<file path="config.mk">
export PLATFORM = sky130hd
export DESIGN_NAME = serial_output_collector
export DESIGN_NICKNAME = d
export VERILOG_FILES = /design/src/rtl/serial_output_collector.sv
export SDC_FILE = /design/constraint.sdc
export NUM_CORES = 1
export LEC_CHECK = 0
export CORE_ASPECT_RATIO = 1.1
export CORE_MARGIN = 2
export CORE_UTILIZATION = 49
export CTS_CLUSTER_SIZE = 8
export DETAILED_ROUTE_END_ITERATION = 8
export PLACE_DENSITY = 0.75
export RECOVER_POWER = 100
export SLEW_MARGIN = 25
export SYNTH_ARGS = -nofsm -noshare
export SYNTH_HDL_FRONTEND = slang
export SYNTH_SLANG_ARGS = --single-unit
</file>
<file path="constraint.sdc">
create_clock -name clk -period 2.6 [get_ports clk]
set_clock_uncertainty 0.15 [all_clocks]
set_input_delay 0.52 -clock clk [delete_from_list [all_inputs] [get_ports clk]]
set_output_delay 0.52 -clock clk [all_outputs]
set_load 0.05 [all_outputs]
</file>
<file path="src/rtl/serial_output_collector.sv">
// -----------------------------------------------------------------------------
// serial_output_collector
//
// Serial-in, parallel-out capture register for the Double Dabble datapath.
// Assembles an MSB-first bit stream (raw binary from the input shift register,
// or BCD digits from the BCD shift chain) into a WIDTH-bit word and presents
// it with a valid/ready handshake. If a word completes while the previous one
// is still pending and not being taken, the new word is dropped and a sticky
// overrun flag is raised.
//
// Parameters:
//   WIDTH  bits per captured word (2..32; 12 = three BCD digits, 8 = binary)
//   CNT_W  width of the bit counter; 2**CNT_W must exceed WIDTH
//
// Ports:
//   clk           rising-edge clock
//   clear_bar     asynchronous active-low reset
//   start         one-cycle pulse; begins or restarts a capture
//   serial_in     serial data bit, word MSB first
//   shift_en      qualifies serial_in while capturing
//   out_ready     consumer accepts parallel_out when out_valid=1
//   parallel_out  last completed word, first received bit at [WIDTH-1]
//   out_valid     parallel_out holds an unconsumed word
//   busy          capture in progress
//   bit_count     bits captured so far in the current word
//   overrun       sticky; a word completed while the previous was pending
// -----------------------------------------------------------------------------
module serial_output_collector #(
   parameter int WIDTH = 12,
   parameter int CNT_W = 5
) (
   input  logic             clk,
   input  logic             clear_bar,
   input  logic             start,
   input  logic             serial_in,
   input  logic             shift_en,
   input  logic             out_ready,
   output logic [WIDTH-1:0] parallel_out,
   output logic             out_valid,
   output logic             busy,
   output logic [CNT_W-1:0] bit_count,
   output logic             overrun
);

   typedef enum logic {
      IDLE  = 1'b0,
      SHIFT = 1'b1
   } state_t;

   state_t state_q, state_d;

   // Only WIDTH-1 bits need to be held: the final bit goes straight from
   // serial_in into the completed word on the last edge.
   logic [WIDTH-2:0] shift_q;
   logic [CNT_W-1:0] cnt_q;
   logic [WIDTH-1:0] par_q;
   logic             valid_q;
   logic             overrun_q;

   logic             qual_bit;
   logic             last_bit;
   logic             restart;
   logic [WIDTH-1:0] word;

   // A qualified bit only exists while capturing; the completion edge wins
   // over a coincident start, so start only restarts on non-final edges.
   assign qual_bit = (state_q == SHIFT) && shift_en;
   assign last_bit = qual_bit && (cnt_q == CNT_W'(WIDTH - 1));
   assign restart  = (state_q == SHIFT) && start && !last_bit;
   assign word     = {shift_q, serial_in};

   // ---------------------------------------------------------------- state reg
   // NOTE: sequential state uses non-blocking assignments so every register
   // samples pre-edge values regardless of process evaluation order.
   always_ff @(posedge clk or negedge clear_bar) begin
      if (!clear_bar) begin
         state_q <= IDLE;
      end else begin
         state_q <= state_d;
      end
   end

   // ---------------------------------------------------------- next-state comb
   // NOTE: state_d is defaulted first so no path leaves it unassigned, which
   // would otherwise infer a latch.
   always_comb begin
      state_d = state_q;
      unique case (state_q)
         IDLE:    if (start)    state_d = SHIFT;
         SHIFT:   if (last_bit) state_d = IDLE;
         default: state_d = IDLE;
      endcase
   end

   // ---------------------------------------------------------------- datapath
   always_ff @(posedge clk or negedge clear_bar) begin
      if (!clear_bar) begin
         shift_q   <= '0;
         cnt_q     <= '0;
         par_q     <= '0;
         valid_q   <= 1'b0;
         overrun_q <= 1'b0;
      end else begin
         // Capture path: start from IDLE and a mid-capture restart both drop
         // any partial bits and whatever bit arrives in that cycle.
         if ((state_q == IDLE && start) || restart || last_bit) begin
            shift_q <= '0;
            cnt_q   <= '0;
         end else if (qual_bit) begin
            shift_q <= word[WIDTH-2:0];
            cnt_q   <= cnt_q + CNT_W'(1);
         end

         // Output path: a completing word may load only if the slot is free
         // now or is being emptied on this same edge.
         if (last_bit) begin
            if (!valid_q || out_ready) begin
               par_q   <= word;
               valid_q <= 1'b1;
            end else begin
               overrun_q <= 1'b1;
            end
         end else if (valid_q && out_ready) begin
            valid_q <= 1'b0;
         end
      end
   end

   // ------------------------------------------------------------- output comb
   // Every output is a direct view of a register; no input reaches an output
   // without passing through a flop.
   always_comb begin
      busy         = (state_q == SHIFT);
      bit_count    = cnt_q;
      parallel_out = par_q;
      out_valid    = valid_q;
      overrun      = overrun_q;
   end

endmodule

</file>
# ---- Word-level counts from Yosys, hierarchy flattened
# Index checks and enable logic that the tools add are counted.
dict set report totals {
  reg_bits 31
  wordCells 37
  output_inout_bits 20
  input_bits 6
}
dict set report op_classes {
  n_eq_ne 2
  n_bitwise 2
  muxes 10
  addsub 1
  n_reduce_logical 16
}
# op n
set op_table {}
lappend op_table {{$mux W11} 2}
lappend op_table {{$mux W5} 2}
lappend op_table {{$logic_and A1 B1 Y1} 6}
lappend op_table {{$reduce_and A2 Y1} 3}
lappend op_table {{$add A5 B1 Y5 const B} 1}
lappend op_table {{$eq A5 B4 Y1 const B} 1}
lappend op_table {{$mux W1} 5}
lappend op_table {{$reduce_bool A2 Y1} 2}
lappend op_table {{$logic_or A1 B1 Y1} 3}
lappend op_table {{$logic_not A1 Y1} 2}
lappend op_table {{$ne A2 B1 Y1 const B} 1}
lappend op_table {{$not A1 Y1} 2}
lappend op_table {{$pmux W1 S2} 1}

# ---- Logic depth before layout (Yosys ltp)
# Gate-level depths: netlist (run 1).
dict set report logic_depth {
  word_depth 7
  ltp_mapped 5
  mapped_depth_nobuf 4
}

# ---- Worst setup path after synthesis (run 1)
# No wires, ideal clock.
dict set report synth_timing {
  path_type {register to register}
  from {register cnt_q[0] (netlist: bit_count[0])}
  to {register par_q[10] (netlist: parallel_out[10])}
  n_path_buf 1
  period_less_slack_ps 2223
  required_time_ps 2325
  path_slack_ps 377
  arrival_time_ps 1947
  path_stages_with_launch 6
  setup_ps 125
  cell_sequence {dfrtp_1 ha_1 nand4_2 or3b_4 buf_6 mux2_4}
}
dict set report synth_between {
  elab_chain_len 3
}
# item line
set synth_rtl {}
lappend synth_rtl {{start, declared} 55} ;# logic [CNT_W-1:0] cnt_q;
lappend synth_rtl {{start signal, assigned} 111} ;# cnt_q <= cnt_q + CNT_W'(1);
lappend synth_rtl {{$eq A5 B4 Y1} 68} ;# assign last_bit = qual_bit && (cnt_q == CNT_W'(WIDTH - 1));
lappend synth_rtl {{$logic_and A1 B1 Y1} 68}
lappend synth_rtl {{$reduce_and A2 Y1 (no line)} -}
lappend synth_rtl {{end signal, assigned} 118} ;# par_q <= word;
lappend synth_rtl {{end, declared} 56} ;# logic [WIDTH-1:0] par_q;
# Every way passes these cells.
# A chain may end at the register's enable or synchronous reset.

# ---- Worst setup path in the final report (run 1)
dict set report layout_timing {
  from {register state_q (netlist: busy)}
  to {output port busy}
}
# item line
set layout_lines {}
lappend layout_lines {{start, declared} 50} ;# state_t state_q, state_d;
lappend layout_lines {{start signal, assigned} 79} ;# state_q <= state_d;
lappend layout_lines {{end, declared} 40} ;# output logic busy,
# No word-level cell between the ends.

==> results of run 1 <==
==> cells in the mapped netlist (all sizes together) <==
master / instances
a21oi: 14
and2: 1
buf: 1
clkbuf: 3
dfrtp: 31
ha: 1
inv: 1
mux2: 12
nand2: 26
nand2b: 1
nand3: 2
nand4: 1
nor2: 2
o21a: 1
o21ai: 2
o21bai: 2
or2: 2
or3: 2
or3b: 1
xnor2: 2
==> cell families (layout without fill, tap and decap cells) <==
group / count (synthesis) / count (layout)
and+or+nand+nor: 38 / 38
AOI/OAI and AO/OA: 19 / 19
muxes: 12 / 12
xor gates and xnor gates: 2 / 2
adders and majority gates: 1 / 1
DFF: 31 / 31
buffers and inverters: 5 / 38
==> registers in the layout, indices dropped and copies added (netlist names) <==
name          flops
parallel_out     12
shift_q          11
bit_count         5
busy              1
out_valid         1
overrun           1
==> cell type report <==
type,instances,area [sq um]
inverter,1,3.754
fill,203,900.9
clock buffer,8,68.82
multi-input combinational,72,435.4
sequential,31,775.7
timing repair buffer,29,272.8
tap,31,38.79
==> power by group through the flow <==
stage	Sequential, mW	Clock [mW]	Combinational (mW)
final	0.491	0.313	0.0587
after global routing	0.493	0.342	0.0644
after CTS	0.491	0.321	0.0631
after detailed placement	0.501	0	0.0631
after global placement	0.501	0	0.0603
after floorplan	0.511	0	0.0177
==> metal layers <==
metal  share of wire  vias up  GRT usage
met4           0.018        0    0.08791
met2            0.51       29     0.2929
li1                -      427          -
met1            0.41      441     0.2193
met5               0        -          0
met3           0.056        6    0.09278
==> through the flow <==
step | utilization | setup WS [ns] | instance area, sq um
after floorplan | - | 0.3775 | 1284
after global placement | 0.6331 | 0.2969 | 1580
after detailed placement | 0.6331 | 0.2420 | 1580
after CTS | 0.6607 | 0.3135 | 1649
after global routing | 0.6391 | 0.1355 | 1595
final | 0.6391 | 0.2747 | 1595
==> worst paths after layout <==
check	slack (ns)	endpoint	startpoint
max reg2reg	0.45	parallel_out[8]$_DFFE_PN0P_	bit_count[0]$_DFFE_PN0P_
max in group asynchronous	0.46	overrun$_DFFE_PN0P_	clear_bar
min	0.33	overrun$_DFFE_PN0P_	overrun$_DFFE_PN0P_
max	0.27	busy	busy$_DFF_PN0_
min reg2reg	0.33	overrun$_DFFE_PN0P_	overrun$_DFFE_PN0P_
min in group asynchronous	0.90	parallel_out[10]$_DFFE_PN0P_	clear_bar
==> reports/metrics.cfg, run 1 <==
[synth]
synth-compound-area-share=0.07992
muxShareOfSynthArea=0.1345
synth_cell_types=22
ys_warn_count=0
syn_area_sq_um=1284
synth-xor-area-share=0.01365
yosysTopAreaCell=dfrtp_1
yosysSeqAreaShare=0.6043
ys_ff_latch=31
yosys.area_share.adder=0.009747
synth_top_family_by_area=simple AND/OR/NAND/NOR gates
synth.top_cell.area_share=0.6043
netlist_top_cells_area=dfrtp_1, mux2_4, nand2_1
syn-instance-count=108
syn_nets=115
yosys.area_share.simple=0.1374
synth_area_per_cell_sq_um=11.89

[global_routing]
grt_max_degree=32
grt_pass1_vias=940
grt_use_total=0.1892
grt_pass1_wl_mm=4.057
grt_overflow=0
antenna_found_initial=0

[pwr]
pwr-share-seq=0.570
switchingPower_uw=197.9
p_total_uw=862.8
internal-power_uw=664.9
swShare=0.2294
pwr-share-comb=0.068
leakage_nw=0.7890
ir_drop_mv=0.4795
powerDensity_nw_per_um2=540.8
p_clk_frac=0.362

[sta]
maxSlewViolCount=32
grt_setup_unrepaired=false
period_minus_slack_ns=2.325
period_share=0.8943
hold_viol=0
fin_tns_setup_ns=0
timing.fmax_mhz=430.1
whs_ns=0.3313
finalSetupViolCount=0
worstMarginPinSlew_ns=1.603
max_slew_margin=-0.06894

[critical_path]
endpoint_kind=output pin
worstPathRequired_ns=1.93
cp-start-kind=flip-flop
reg2regPathDepth=4
critPathMaxFanout=6
slowest_stage=dlygate4sd3_1
crit_arrival_ns=1.66
critical-path-max-stage-delay_ns=0.90
path_cells=dlygate4sd3_1
worst-path-buf-inv=1
cp.depth=1
worstSetupPathType=reg2out
crit_family=buffers and inverters

[detailed_routing]
num_vias=903
finalWirelength_mm=2.397
via_per_inst=5.250
wire_per_inst_microns=13.94
ant_nets=0
dr.pass1.iters=4
drc=0
first_iter_violations=10

[clocking]
cts_tree=yes
clk_pin_slew_ns=0.09
cts_buffers=5
clock-sinks=31
htree_levels=2
cts.repair.resized=0
cts_hold_buf=0
post_cts_buffers=0
cts_root_buf=clkbuf_4
worstSkewPairLatency_ns=0.33
clockBufferDepth=2

[finish]
final_cell_mix=dfrtp_1, nand2_1, dlygate4sd3_1
antenna_cells=0
finalNonFillerCells=172
drive_above_1_share=0.08511
num-nets-final=147
area_growth_syn_to_layout_pct=24.27
final_common_cell=dfrtp_1

[floorplan]
die_height_microns=57.68
initial_utilization=0.5143
placeableCoreArea_sq_um=2496
design.die.area_sq_um=3046
rows=19
pin_count=26
die_w_microns=52.80

[placed_design]
dp_hpwl_mm=1.735
portBuffers=25
placed_cells=164
gp_congestion=0.7359

[min_path]
hold_depth=1
hold_class=reg2reg

[run]
maxCapViolCount=1

[run_status]
status=finished with violations
violations=capacitance limit, slew limit

Note: power is estimated with default switching activity, not from simulation.
==> run 2: changes to the inputs <==
Settings changed: ABC_AREA from default to 1, CORE_UTILIZATION 49 to 50.
==> reports/metrics.cfg, run 2 <==
[pwr]
swShare=0.2387  ; +0.009389
pwr-share-comb=0.073  ; +0.005
leakage_nw=0.9235  ; +17%
internal-power_uw=665.2  ; about the same
pwr-share-seq=0.563  ; -0.007
p_clk_frac=0.364  ; +0.002
switchingPower_uw=208.6  ; +5.4%
powerDensity_nw_per_um2=504.6  ; -6.7%
ir_drop_mv=0.4115  ; -14%

[floorplan]
initial_utilization=0.5165  ; +0.002228
design.die.area_sq_um=3259  ; +7.0%
pin_count=26  ; unchanged
placeableCoreArea_sq_um=2728  ; +9.3%
die_height_microns=59.67  ; +3.5%
die_w_microns=54.61  ; +3.4%
rows=20  ; +1

[placed_design]
portBuffers=25  ; unchanged
place_ws_ns=0.5178  ; +0.2758 ns
dp_hpwl_mm=1.888  ; +8.8%
placed_cells=223  ; +36%
gp_congestion=0.7313  ; -0.63%

[detailed_routing]
route.met3.wl_microns=152  ; +13%
first_iter_violations=29  ; +19
ant_nets=0  ; unchanged
met1_length_mm=1.224  ; +23%
num_vias=1151  ; +27%
via_per_inst=4.983  ; -5.1%
wire_per_inst_microns=11.87  ; -15%
finalWirelength_mm=2.741  ; +14%
drc=0  ; unchanged
dr.pass1.iters=4  ; unchanged
wl_met2_mm=1.296  ; +5.7%
highest_layer=met4

[critical_path]
cp-start-kind=flip-flop
critPathMaxFanout=6  ; unchanged
worstPathRequired_ns=1.93  ; about the same
timing.rr.start=bit_count[0]$_DFFE_PN0P_
reg2regPathDepth=6  ; +2
path_cells=dlygate4sd3_1
worstSetupPathType=reg2out
endpoint_kind=output pin
worst-path-buf-inv=1  ; unchanged
slowest_stage=dlygate4sd3_1
r2r_slack_ns=0.51  ; +0.06 ns
crit_path_start=bit_count[2]$_DFFE_PN0P_
critical-path-max-stage-delay_ns=0.91  ; about the same
rr_endpoint=bit_count[2]$_DFFE_PN0P_
crit_arrival_ns=1.69  ; +0.03 ns
crit_family=buffers and inverters

[synth]
syn_nets=176  ; +53%
yosys.area_share.adder=0.008881  ; -0.0008656
ys_warn_count=0  ; unchanged
synth_top_family_by_area=simple AND/OR/NAND/NOR gates
netlist_top_cells_area=dfrtp_1, nand2_1, nand4_1
muxShareOfSynthArea=0  ; -0.1345
synthArstFlopShare=1.000  ; unchanged
synth_edf_count=0  ; unchanged
yosysTopAreaCell=dfrtp_1
syn_area_sq_um=1409  ; +9.7%
synth_area_per_cell_sq_um=8.336  ; -30%
syn-instance-count=169  ; +56%
synth-xor-area-share=0.006217  ; -0.007429
yosys.area_share.simple=0.3286  ; +0.1912
synth.most_common_cell=nand2_1
synth.top_cell.area_share=0.5506  ; -0.05367
synthTopCellsByCount=nand2_1, dfrtp_1, nor2_1
synth-compound-area-share=0.02842  ; -0.05150
ys_ff_latch=31  ; unchanged
synth_flop_cell=dfrtp_1
synth_cell_types=22  ; unchanged
yosysSeqAreaShare=0.5506  ; -0.05367

[finish]
drive_above_1_share=0.07071  ; -0.01440
num-nets-final=204  ; +39%
final_cell_mix=nand2_1, dfrtp_1, dlygate4sd3_1
fill_cells=249  ; +23%
largest_reg_flops=12  ; unchanged
area_growth_syn_to_layout_pct=22.91
finalNonFillerCells=231  ; +34%
final_util=0.6349  ; -0.004236
antenna_cells=0  ; unchanged
final_common_cell=nand2_1

[run]
maxCapViolCount=0  ; -1

[global_routing]
grt_use_total=0.2071  ; +0.01799
antenna_found_initial=0  ; unchanged
grt_max_degree=32  ; unchanged
grt_pass1_vias=1094  ; +16%
grt_overflow=0  ; unchanged
grt_pass1_wl_mm=4.650  ; +15%

[run_status]
status=finished clean

[sta]
grt_setup_unrepaired=false
finalSetupViolCount=0  ; unchanged
max_slew_margin=0.6528  ; +0.7217
period_minus_slack_ns=2.361  ; +0.03577 ns
hold_viol=0  ; unchanged
fin_ws_ns=0.2390  ; -0.03577 ns
whs_ns=0.3249  ; -0.006382 ns
worstMarginPinSlew_ns=0.5196  ; -1.084 ns
timing.fmax_mhz=423.5  ; -1.5%
maxSlewViolCount=0  ; -100%
period_share=0.9081  ; +0.01376
fin_tns_setup_ns=0  ; unchanged

[clocking]
worstSkewPairLatency_ns=0.33  ; about the same
cts.repair.resized=0  ; unchanged
htree_levels=2  ; unchanged
cts_tree=yes
clockBufferDepth=2  ; unchanged
cts_buffers=5  ; unchanged
cts_hold_buf=0  ; unchanged
clk_pin_slew_ns=0.09  ; about the same
clock-sinks=31  ; unchanged
cts_root_buf=clkbuf_4
post_cts_buffers=0  ; unchanged

[min_path]
min_to=parallel_out[10]$_DFFE_PN0P_
hold_depth=2  ; +1
hold_class=reg2reg
hp-start=parallel_out[10]$_DFFE_PN0P_

## run 2: cell type report
| cell class | count | area, sq um | share of cell area |
|---|---|---|---|
| clock buffer | 8 | 68.82 | 0.03974 |
| inverter | 17 | 63.81 | 0.03685 |
| multi-input combinational | 114 | 509.2 | 0.2941 |
| sequential | 31 | 775.7 | 0.4480 |
| tap | 33 | 41.29 | 0.02384 |
| timing repair buffer | 28 | 272.8 | 0.1575 |
## run 2: how the worst max path moves through the flow
stage                                         to  slack, ns  cells past startpoint
CTS                                 bit_count[2]       0.28                      1
finish                              bit_count[2]       0.24                      1
detailed placement   parallel_out[8]$_DFFE_PN0P_       0.52                      6
global placement     parallel_out[1]$_DFFE_PN0P_       0.57                      6
floorplan           parallel_out[10]$_DFFE_PN0P_       0.74                      7
global route                        bit_count[2]       0.17                      1
## run 2: kinds of logic (layout without fill, tap and decap cells)
group,Yosys count,in the layout
AO/OA/AOI/OAI,6,6
XOR/XNOR,1,1
adder cells (fa/ha/maj),1,1
buffers and inverters,24,53
flip-flops,31,31
AND/OR/NAND/NOR,106,106
## run 2: per-layer routing
metal  track usage  vias up
li1              -      580
met1        0.2430      536
met3       0.09000        5
met2        0.3146       30
met4        0.1107        0
met5             0        -
## run 2: per-stage QoR
stage               cell area [sq um]  power [mW]
finish                           1732      0.8738
detailed placement               1678      0.5688
CTS                              1747      0.8894
floorplan                        1409      0.5389
global route                     1732      0.9213
global placement                 1678      0.5666
## run 2: power groups by stage
stage / clock network [mW] / registers (mW) / logic [mW]
global route: 0.357 / 0.493 / 0.0711
floorplan: 0 / 0.512 / 0.0269
CTS: 0.330 / 0.492 / 0.0674
global placement: 0 / 0.501 / 0.0651
finish: 0.318 / 0.492 / 0.0635
detailed placement: 0 / 0.502 / 0.0671
